<file path="config.mk">
export PLATFORM = sky130hd
export DESIGN_NAME = bfly4_out_serializer_flat
export DESIGN_NICKNAME = d
export VERILOG_FILES = /design/src/rtl/bfly4_out_serializer_if.sv /design/src/rtl/bfly4_out_serializer.sv /design/src/flat_wrapper.sv
export SDC_FILE = /design/constraint.sdc
export NUM_CORES = 1
export LEC_CHECK = 0
export ABC_AREA = 0
export CORE_UTILIZATION = 40
export CTS_BUF_LIST = sky130_fd_sc_hd__clkbuf_8
export CTS_CLUSTER_DIAMETER = 30
export DETAILED_ROUTE_END_ITERATION = 8
export SLEW_MARGIN = 20
export SYNTH_ARGS = -nofsm -noshare
export SYNTH_HDL_FRONTEND = slang
export SYNTH_SLANG_ARGS = --single-unit
</file>
<file path="constraint.sdc">
create_clock -name clk -period 2.06 [get_ports clk]
set_input_delay 0.412 -clock clk [delete_from_list [all_inputs] [get_ports clk]]
set_output_delay 0.412 -clock clk [all_outputs]
set_load 0.02 [all_outputs]
</file>
<file path="src/rtl/bfly4_out_serializer_if.sv">
// rtl/bfly4_out_serializer_if.sv - parallel frame input and serial sample output bundle
interface bfly4_out_serializer_if #(
  parameter int DATA_WIDTH  = 14,
  parameter int FRAME_CNT_W = 8
);
  logic                          in_valid;
  logic                          in_ready;
  logic signed [DATA_WIDTH-1:0]  in_re [0:3];
  logic signed [DATA_WIDTH-1:0]  in_im [0:3];
  logic                          out_valid;
  logic                          out_ready;
  logic signed [DATA_WIDTH-1:0]  out_re;
  logic signed [DATA_WIDTH-1:0]  out_im;
  logic [1:0]                    out_idx;
  logic                          out_last;
  logic [FRAME_CNT_W-1:0]        out_frame;

  // Producer of frames and consumer of samples.
  modport master (
    output in_valid, in_re, in_im, out_ready,
    input  in_ready, out_valid, out_re, out_im, out_idx, out_last, out_frame
  );

  // The serializer itself.
  modport slave (
    input  in_valid, in_re, in_im, out_ready,
    output in_ready, out_valid, out_re, out_im, out_idx, out_last, out_frame
  );
endinterface

</file>
<file path="src/rtl/bfly4_out_serializer.sv">
// rtl/bfly4_out_serializer.sv - two-frame buffer turning 4-lane butterfly results into a sample stream
module bfly4_out_serializer #(
  parameter int DATA_WIDTH  = 14,
  parameter bit BITREV      = 1'b0,
  parameter int FRAME_CNT_W = 8
) (
  input  logic                   clk,
  input  logic                   rstn,
  bfly4_out_serializer_if.slave  io,
  output logic                   busy
);

  logic signed [DATA_WIDTH-1:0] buf_re [0:1][0:3];
  logic signed [DATA_WIDTH-1:0] buf_im [0:1][0:3];
  logic [1:0]                   count;
  logic                         wr_ptr;
  logic                         rd_ptr;
  logic [1:0]                   rd_beat;
  logic [FRAME_CNT_W-1:0]       frame_cnt;

  logic       in_ready;
  logic       out_valid;
  logic       accept;
  logic       pop;
  logic       pop_last;
  logic [1:0] lane;

  // Ready comes from registered occupancy only, so out_ready never reaches in_ready.
  assign in_ready  = (count < 2'd2);
  assign out_valid = (count != 2'd0);
  assign accept    = io.in_valid & in_ready;
  assign pop       = out_valid & io.out_ready;
  assign pop_last  = pop & (rd_beat == 2'd3);
  assign lane      = BITREV ? {rd_beat[0], rd_beat[1]} : rd_beat;
  assign busy      = out_valid;

  assign io.in_ready  = in_ready;
  assign io.out_valid = out_valid;

  // Present the current lane of the head frame; outputs read as zero when idle.
  always_comb begin
    io.out_re    = '0;
    io.out_im    = '0;
    io.out_idx   = 2'd0;
    io.out_last  = 1'b0;
    io.out_frame = frame_cnt;
    if (out_valid) begin
      io.out_re   = buf_re[rd_ptr][lane];
      io.out_im   = buf_im[rd_ptr][lane];
      io.out_idx  = lane;
      io.out_last = (rd_beat == 2'd3);
    end
  end

  // Capture a whole frame into the free entry; the entry being read is never the write target.
  always_ff @(posedge clk or negedge rstn) begin
    if (!rstn) begin
      for (int e = 0; e < 2; e++) begin
        for (int l = 0; l < 4; l++) begin
          buf_re[e][l] <= '0;
          buf_im[e][l] <= '0;
        end
      end
    end else if (accept) begin
      for (int l = 0; l < 4; l++) begin
        buf_re[wr_ptr][l] <= io.in_re[l];
        buf_im[wr_ptr][l] <= io.in_im[l];
      end
    end
  end

  // Pointer, occupancy, beat and frame-sequence bookkeeping.
  always_ff @(posedge clk or negedge rstn) begin
    if (!rstn) begin
      count     <= 2'd0;
      wr_ptr    <= 1'b0;
      rd_ptr    <= 1'b0;
      rd_beat   <= 2'd0;
      frame_cnt <= '0;
    end else begin
      if (accept) begin
        wr_ptr <= ~wr_ptr;
      end
      if (pop) begin
        rd_beat <= rd_beat + 2'd1;
      end
      if (pop_last) begin
        rd_ptr    <= ~rd_ptr;
        frame_cnt <= frame_cnt + FRAME_CNT_W'(1);
      end
      // Accept and final-beat pop in one cycle cancel out.
      case ({accept, pop_last})
        2'b10:   count <= count + 2'd1;
        2'b01:   count <= count - 2'd1;
        default: count <= count;
      endcase
    end
  end

endmodule

</file>
<file path="src/flat_wrapper.sv">
// flat-port wrapper written by rule: the top's interface ports become plain ports
module bfly4_out_serializer_flat 
#(
  parameter int DATA_WIDTH  = 14,
  parameter bit BITREV      = 1'b0,
  parameter int FRAME_CNT_W = 8
)
  (clk, rstn, busy, io_in_valid, io_in_re, io_in_im, io_out_ready, io_in_ready, io_out_valid, io_out_re, io_out_im, io_out_idx, io_out_last, io_out_frame);
  bfly4_out_serializer_if #(.DATA_WIDTH(DATA_WIDTH), .FRAME_CNT_W(FRAME_CNT_W)) io_i ();
  input  logic clk;
  input  logic rstn;
  output logic busy;
  input wire logic [$bits(io_i.in_valid)-1:0] io_in_valid;
  input wire logic [$bits(io_i.in_re)-1:0] io_in_re;
  input wire logic [$bits(io_i.in_im)-1:0] io_in_im;
  input wire logic [$bits(io_i.out_ready)-1:0] io_out_ready;
  output wire logic [$bits(io_i.in_ready)-1:0] io_in_ready;
  output wire logic [$bits(io_i.out_valid)-1:0] io_out_valid;
  output wire logic [$bits(io_i.out_re)-1:0] io_out_re;
  output wire logic [$bits(io_i.out_im)-1:0] io_out_im;
  output wire logic [$bits(io_i.out_idx)-1:0] io_out_idx;
  output wire logic [$bits(io_i.out_last)-1:0] io_out_last;
  output wire logic [$bits(io_i.out_frame)-1:0] io_out_frame;
  assign io_i.in_valid = io_in_valid;
  assign io_i.in_re = {>>{io_in_re}};
  assign io_i.in_im = {>>{io_in_im}};
  assign io_i.out_ready = io_out_ready;
  assign io_in_ready = io_i.in_ready;
  assign io_out_valid = io_i.out_valid;
  assign io_out_re = io_i.out_re;
  assign io_out_im = io_i.out_im;
  assign io_out_idx = io_i.out_idx;
  assign io_out_last = io_i.out_last;
  assign io_out_frame = io_i.out_frame;
  bfly4_out_serializer #(.DATA_WIDTH(DATA_WIDTH), .BITREV(BITREV), .FRAME_CNT_W(FRAME_CNT_W)) u_core (.clk(clk), .rstn(rstn), .io(io_i), .busy(busy));
endmodule
</file>
==> summary.txt, run 1 <==
Pwr
  • Sw frac: 31.10%
  • Clock power share: 24.0%
  • Gate power share: between 40% and 50%
  • IR drop worst, VDD: 1087 uV
  • Seq pwr share: 31.6%
  • Pwr dens: approximately 1800 mW/mm2
  • Total design power: 26.36 mW
  • NetSw: 8.200 mW
  • Leak: 6.192 nW
  • P_int: approximately 18 mW

STA
  • Hold_ws: 364.0 ps
  • Max-slew violation count: 0
  • Endpoints failing setup: 28
  • RSZ-0062 raised after global routing: true
  • Worst slew pin tran: roughly 520 ps
  • Worst slew margin: 65.25%
  • Setup TNS: -14580 ps
  • Clock skew: between 10 and 15 ps
  • Final min period: 2620 ps
  • Hold Violations, Final: 0
  • Final WS setup: -560.0 ps
  • Crit share post-route: 127.2%
  • Fmax: 0.3817 GHz

Worst setup path
  • CP endpoint: io_out_re[0]
  • Startpoint types: flip-flop
  • Worst Reg-to-Reg Cells: 8
  • Worst Path Max Fanout: 8
  • Crit path required time: 1650 ps
  • Reg2reg end: u_core.count[1]$_DFFE_PN0P_
  • Nature of the critical path endpoint: output port
  • Worst Path Arrival: between 2000 and 2500 ps
  • Reg-to-Reg Start: u_core.lane[0]$_DFFE_PN0P_
  • Setup slack, reg-to-reg: 300 ps
  • Worst Setup SP: u_core.rd_ptr$_DFFE_PN0P_
  • Setup Crit Path Kind: reg -> out

Clock network
  • Clock Latency Late Sink: between 500 and 600 ps
  • CTS Buffer Depth: 3
  • Root buf cell: clkbuf_8
  • CTS tree: built
  • H-tree depth: 2
  • # clock sinks: ~240
  • CTS buffer count: 57
  • Clk slew on worst S/H paths: 50 ps

Logic synthesis
  • Synth unique cells: 25
  • Yosys warnings: 0
  • Area leader, netlist: dfrtp_1
  • Synth top area cells: dfrtp_1, mux2_2, mux4_2, a22o_1, buf_4
  • Synthesized Nets: 751
  • Cell Area, Synth: 0.01056 mm2
  • Sequential fraction of the synthesis area: 56.41%
  • Syn Area/Cell: 16.71 um2
  • Yosys top cell area share: 56.41%
  • FF+latch count, synth: 238
  • Mapped Cells: 632

GRT
  • Total gr overflow: 0
  • Initial antenna violation count: 0
  • GRT Total Usage: slightly below 20%
  • Vias in the first global route: 7565
  • Largest net degree at the start of global routing: around 60
  • First-pass GRT wire length: 40520 um

Placement
  • Post-DP HPWL: 16570 um
  • Placer Congestion: roughly 0.79
  • DP Area: 0.01291 mm2
  • PortBufs: around 160
  • Pre-CTS setup slack: -463.2 ps

Route
  • Residual DRC: 0
  • 1st-pass router iterations: 4
  • Vias: around 6.5k
  • Routed vias/inst: 5.228
  • DR WL/cell: 20.26 um
  • Final wirelength: 25060 um
  • Iter 0 DRT Violations: 281
  • Detail Route Antenna Nets: 0

Floorplanning
  • Initial Util: around 41%
  • Die height: 164.5 um
  • Core ar.: 0.02598 mm2
  • Die Width: between 150 and 200 um
  • IO Count: 158
  • Row count: slightly below 60
  • Die area: 0.02705 mm2

Cells and area
  • Area delta synth->final: 37.35%
  • Fin area: 0.01450 mm2
  • Share of post-route cells with drive strength above 1: 51.77%
  • Most common cell after layout, fill and taps aside: dfrtp_1
  • Ant. Diodes: 0
  • Fillers: 2095
  • Final nets: 975
  • Most frequent cells in the layout: dfrtp_1, mux2_2, clkdlybuf4s50_1

Min path
  • Hold Crit Class: in -> async

Flow run
  • Max Cap Viol: 0

Run status
  • Failing checks: setup timing
  • Outcome: complete, but fails checks
how the worst min path moves through the flow:
| stage | from | end | slack (ps) |
|---|---|---|---|
| 2_1_floorplan | rstn | u_core.buf_im[0]$_DFFE_PN0P_ | 120 |
| 3_3_place_gp | rstn | u_core.buf_im[108]$_DFFE_PN0P_ | 390 |
| 3_5_place_dp | rstn | u_core.buf_im[108]$_DFFE_PN0P_ | 400 |
| 4_1_cts | rstn | u_core.buf_im[108]$_DFFE_PN0P_ | 380 |
| 5_1_grt | rstn | u_core.buf_im[108]$_DFFE_PN0P_ | 380 |
| 6_report | rstn | u_core.buf_im[108]$_DFFE_PN0P_ | 360 |
Yosys cell counts, drive strengths merged:
library cell  number
nor3               2
mux2             225
nor4               1
nor2b              3
clkbuf             3
dfrtp            238
o211ai             1
nand3              3
mux4              56
ha                 3
a22o              28
nand4              1
inv                3
xor2               4
buf               39
nor2               5
o21ai              1
nand2              6
xnor2              9
nand2b             1
per-layer routing:
layer	global-route usage, %	wire [um]
met5	0	0
met4	7.298	682
met3	4.746	1429
met2	32.91	12600
met1	24.45	10340
metrics by stage:
step | util, % | instances
5_1_grt | 55.81 | 1237
6_report | 55.81 | 1237
4_1_cts | 55.98 | 1241
3_5_place_dp | 49.70 | 1123
2_1_floorplan | - | 632
3_3_place_gp | 49.70 | 1123
worst max-delay path: stages, from the launching register on:
cell and delay (ps):
dfrtp_4 430, buf_12 160, buf_12 150, mux4_2 490
a22o_1 280, buf_6 140
power by group through the flow:
stage / clock network, mW / logic, mW / registers, mW
after floorplan: 0 / 7.40 / 7.93
after global placement: 0 / 10.9 / 8.18
after detailed placement: 0 / 11.2 / 8.39
after CTS: 6.47 / 11.9 / 8.31
after global routing: 6.73 / 12.5 / 8.63
final: 6.31 / 11.7 / 8.32
cells by family after synthesis:
group | Yosys count | synth area share, %
DFF | 238 | 56.41
and+or+nand+nor | 22 | 1.007
xor gates and xnor gates | 13 | 1.078
adders and majority gates | 3 | 0.3556
AOI/OAI and AO/OA | 30 | 2.489
buffers and inverters | 45 | 2.714
muxes | 281 | 35.94
what timing repair did:
| item | 4_1_cts | 5_1_grt |
|---|---|---|
| setup buffers | 7 | 0 |
| cloned | 5 | 0 |
| pin swaps | 12 | 20 |
| resized for setup | 190 | 29 |
| hold buffers | 1 | 0 |
| hold endpoints to repair | 52 | 0 |
| setup endpoints to repair | 37 | 35 |
state kept, by name, summed over array words and instances, names as in the netlist:
name                 flops
u_core.wr_ptr            1
u_core.buf_re          112
u_core.io.out_frame      8
u_core.lane              2
u_core.buf_im          112
u_core.rd_ptr            1
u_core.count             2
final cells by class:
cell class                 instances  area, um2  share of cell area (%)
clock inverter                    32      342.8                   2.364
timing repair buffer             207       2385                   16.45
inverter                           3      11.26                 0.07765
multi-input combinational        349       4375                   30.17
sequential                       238       5963                   41.12
tap                              335      419.2                   2.890
clock buffer                      73       1005                   6.928
(Power assumes the default switching activity.)
==> inputs of run 2 (changes only) <==
- SLEW_MARGIN: 20 -> default
==> results of run 2 <==
The final DEF is identical to that of run 1; final timing and power are the same.
==> inputs of run 3 (changes only) <==
- clock period: 2.06 -> 2.4 ns (I/O delays scaled with it)
==> run 3 against run 2 <==
  * The run still ends with setup timing left
  * Sequential cell count is the same
  * Clock power shrank 18%
  * Non-clock buffer count shrank 11
  * Sequential power shrank 14%
  * Worst setup slack gained 270 ps
  * First-iteration DRC count shrank 4.6%
  * Global-route usage shrank 0.36 points
  * Cell count shrank 0.73%
==> summary.txt, run 3 (synthesis results as in run 1) <==
STA
  • Max-slew violation count: 0 (unchanged)
  • Crit share post-route: 112.3%
  • Hold_ws: 423.8 ps (+59.86 ps)
  • Fmax: approximately 0.37 GHz
  • Final WS setup: -294.5 ps (+265.5 ps)
  • RSZ-0062 raised after global routing: true
  • Hold Violations, Final: 0 (unchanged)
  • Endpoints failing setup: 28 (unchanged)
  • Worst slew pin tran: 494.0 ps (-27.25 ps)
  • Worst slew margin: 67.07% (+1.8 points)
  • Clock skew: 14.47 ps (+1.559 ps)
  • Final min period: 2694 ps

Route
  • DR WL/cell: 20.40 um (+0.71%)
  • Iter 0 DRT Violations: 268 (-4.6%)
  • Detail Route Antenna Nets: 0 (unchanged)
  • Residual DRC: 0 (unchanged)
  • 1st-pass router iterations: 4 (unchanged)
  • Routed vias/inst: 5.236 (+0.16%)
  • Final wirelength: 25050 um (about the same)
  • Vias: 6430 (-0.57%)

Cells and area
  • FF/Latch Area: 0.005963 mm2 (unchanged)
  • Final Non-Filler Cells: 1228 (-0.73%)
  • Fillers: 2105 (+0.48%)
  • Most common cell after layout, fill and taps aside: dfrtp_1
  • Area delta synth->final: 35.13%
  • Footprint of the multi-input gates: 0.004348 mm2 (-0.63%)
  • Most frequent cells in the layout: dfrtp_1, mux2_2, clkdlybuf4s50_1
  • Final Core Density: 54.90% (-0.91 points)
  • Final nets: 966 (-0.92%)
  • Share of post-route cells with drive strength above 1: 50.39% (-1.4 points)

Pwr
  • Pwr dens: 1555 mW/mm2 (-14%)
  • Leak: 6.009 nW (-3.0%)
  • IR drop worst, VDD: 727.5 uV (-33%)

Placement
  • PortBufs: 157 (unchanged)
  • Post-DP HPWL: 16190 um (-2.3%)
  • Placer Congestion: 0.7620 (-3.7%)
  • DP Cell Count: 1111 (-1.1%)
  • Pre-CTS setup slack: -196.5 ps (+266.6 ps)

Clock network
  • Clock Latency Late Sink: 570 ps (about the same)
  • Clk slew on worst S/H paths: 50 ps (about the same)
  • # clock sinks: 238 (unchanged)
  • Root buf cell: clkbuf_8
  • CTS tree: built
  • CTS buffer count: 59 (+3.5%)
  • H-tree depth: 2 (unchanged)
  • CTS Buffer Depth: 3 (unchanged)

Worst setup path
  • Crit-path slowest cell: mux4_2
  • Startpoint types: flip-flop
  • Buffers plus inverters on the worst setup path: 3 (unchanged)
  • CP most frequent cell: buf_12
  • Worst Path Arrival: 2210 ps (about the same)
  • CP top delay family: multiplexers
  • Crit path largest cell delay: 500 ps (about the same)
  • Worst Reg-to-Reg Cells: 6 (-2)
  • Crit path required time: 1920 ps (+270 ps)
  • Crit-path cells: buf_12 -> buf_12 -> mux4_2 -> a22o_1 -> buf_6
  • Nature of the critical path endpoint: output port
  • Setup Crit Path Kind: reg -> out
  • Worst Path Max Fanout: 6 (-2)
  • Instance count on the critical path: 5 (unchanged)

GRT
  • Largest net degree at the start of global routing: 58 (-1.7%)
  • Total gr overflow: 0 (unchanged)
  • GRT Total Usage: 19.21% (-0.36 points)
  • First-pass GRT wire length: 39600 um (-2.3%)
  • Initial antenna violation count: 1 (+1)
  • Vias in the first global route: 7437 (-1.7%)

Min path
  • Hold Crit Class: in -> async

Floorplanning
  • Die Width: 164.5 um (unchanged)
  • Row count: 59 (unchanged)
  • Die height: 164.5 um (unchanged)
  • Die area: 0.02705 mm2 (unchanged)
  • Initial Util: 40.63% (unchanged)
  • IO Count: 158 (unchanged)
  • Core ar.: 0.02598 mm2 (unchanged)

Run status
  • Failing checks: setup timing
  • Outcome: complete, but fails checks

Flow run
  • Max Cap Viol: 0 (unchanged)
==> run 3: cell count changes in the layout (fill, tap and decap cells not counted), sizes merged, moves of 3 or more <==
cell	change
clkinvlp	+3
clkbuf	-3
buf	-15
clkdlybuf4s50	+6
==> run 3: timing repair <==
| item | CTS | global route |
|---|---|---|
| endpoints found under the hold margin | 52 | 0 |
| pin swaps | 16 | 14 |
| setup buffers | 8 | 1 |
| gates cloned | 3 | 1 |
| gates resized for setup | 171 | 15 |
| endpoints found under the setup margin | 33 | 30 |
| hold buffers | 1 | 0 |
==> run 3: per-layer routing <==
metal  track usage [%]  vias to the layer above  routed length (um)
met5                 0                        -                   0
met4             6.756                        0                 540
met3             4.545                       48                1329
met2             32.18                      164               12440
met1             24.35                     3394               10740
li1                  -                     2824                   -
==> run 3: layout make-up <==
class,count,share of cell area (%)
timing repair buffer,196,15.64
multi-input combinational,349,30.48
antenna,2,0.03508
inverter,3,0.07893
tap,335,2.938
clock inverter,36,2.377
clock buffer,69,6.657
sequential,238,41.80
==> run 3: where the power goes <==
group | internal [mW] | switching [mW]
sequential | 6.08 | 1.08
clock | 3.18 | 2.00
combinational | 5.86 | 3.98
total | 15.1 | 7.06
==> run 3: metrics by stage <==
| step | TNS [ps] | power [mW] | cell area [um2] |
|---|---|---|---|
| after global placement | -2329 | 16.30 | 12790 |
| after floorplan | 0 | 13.16 | 10560 |
| final | -7016 | 22.18 | 14270 |
| after detailed placement | -2703 | 16.69 | 12790 |
| after global routing | -9316 | 23.46 | 14260 |
| after CTS | -9662 | 22.50 | 14300 |
==> run 3: final timing paths <==
kind                                                     from                            endpoint  slack, ps
max                                 u_core.rd_ptr$_DFFE_PN0P_                        io_out_re[7]       -290
min                                                      rstn       u_core.buf_im[39]$_DFFE_PN0P_        420
max reg2reg                       u_core.count[1]$_DFFE_PN0P_       u_core.buf_im[87]$_DFFE_PN0P_        600
min reg2reg                u_core.io.out_frame[7]$_DFFE_PN0P_  u_core.io.out_frame[7]$_DFFE_PN0P_        470
max in group asynchronous                                rstn       u_core.buf_im[51]$_DFFE_PN0P_       1270
min in group clk           u_core.io.out_frame[7]$_DFFE_PN0P_  u_core.io.out_frame[7]$_DFFE_PN0P_        470
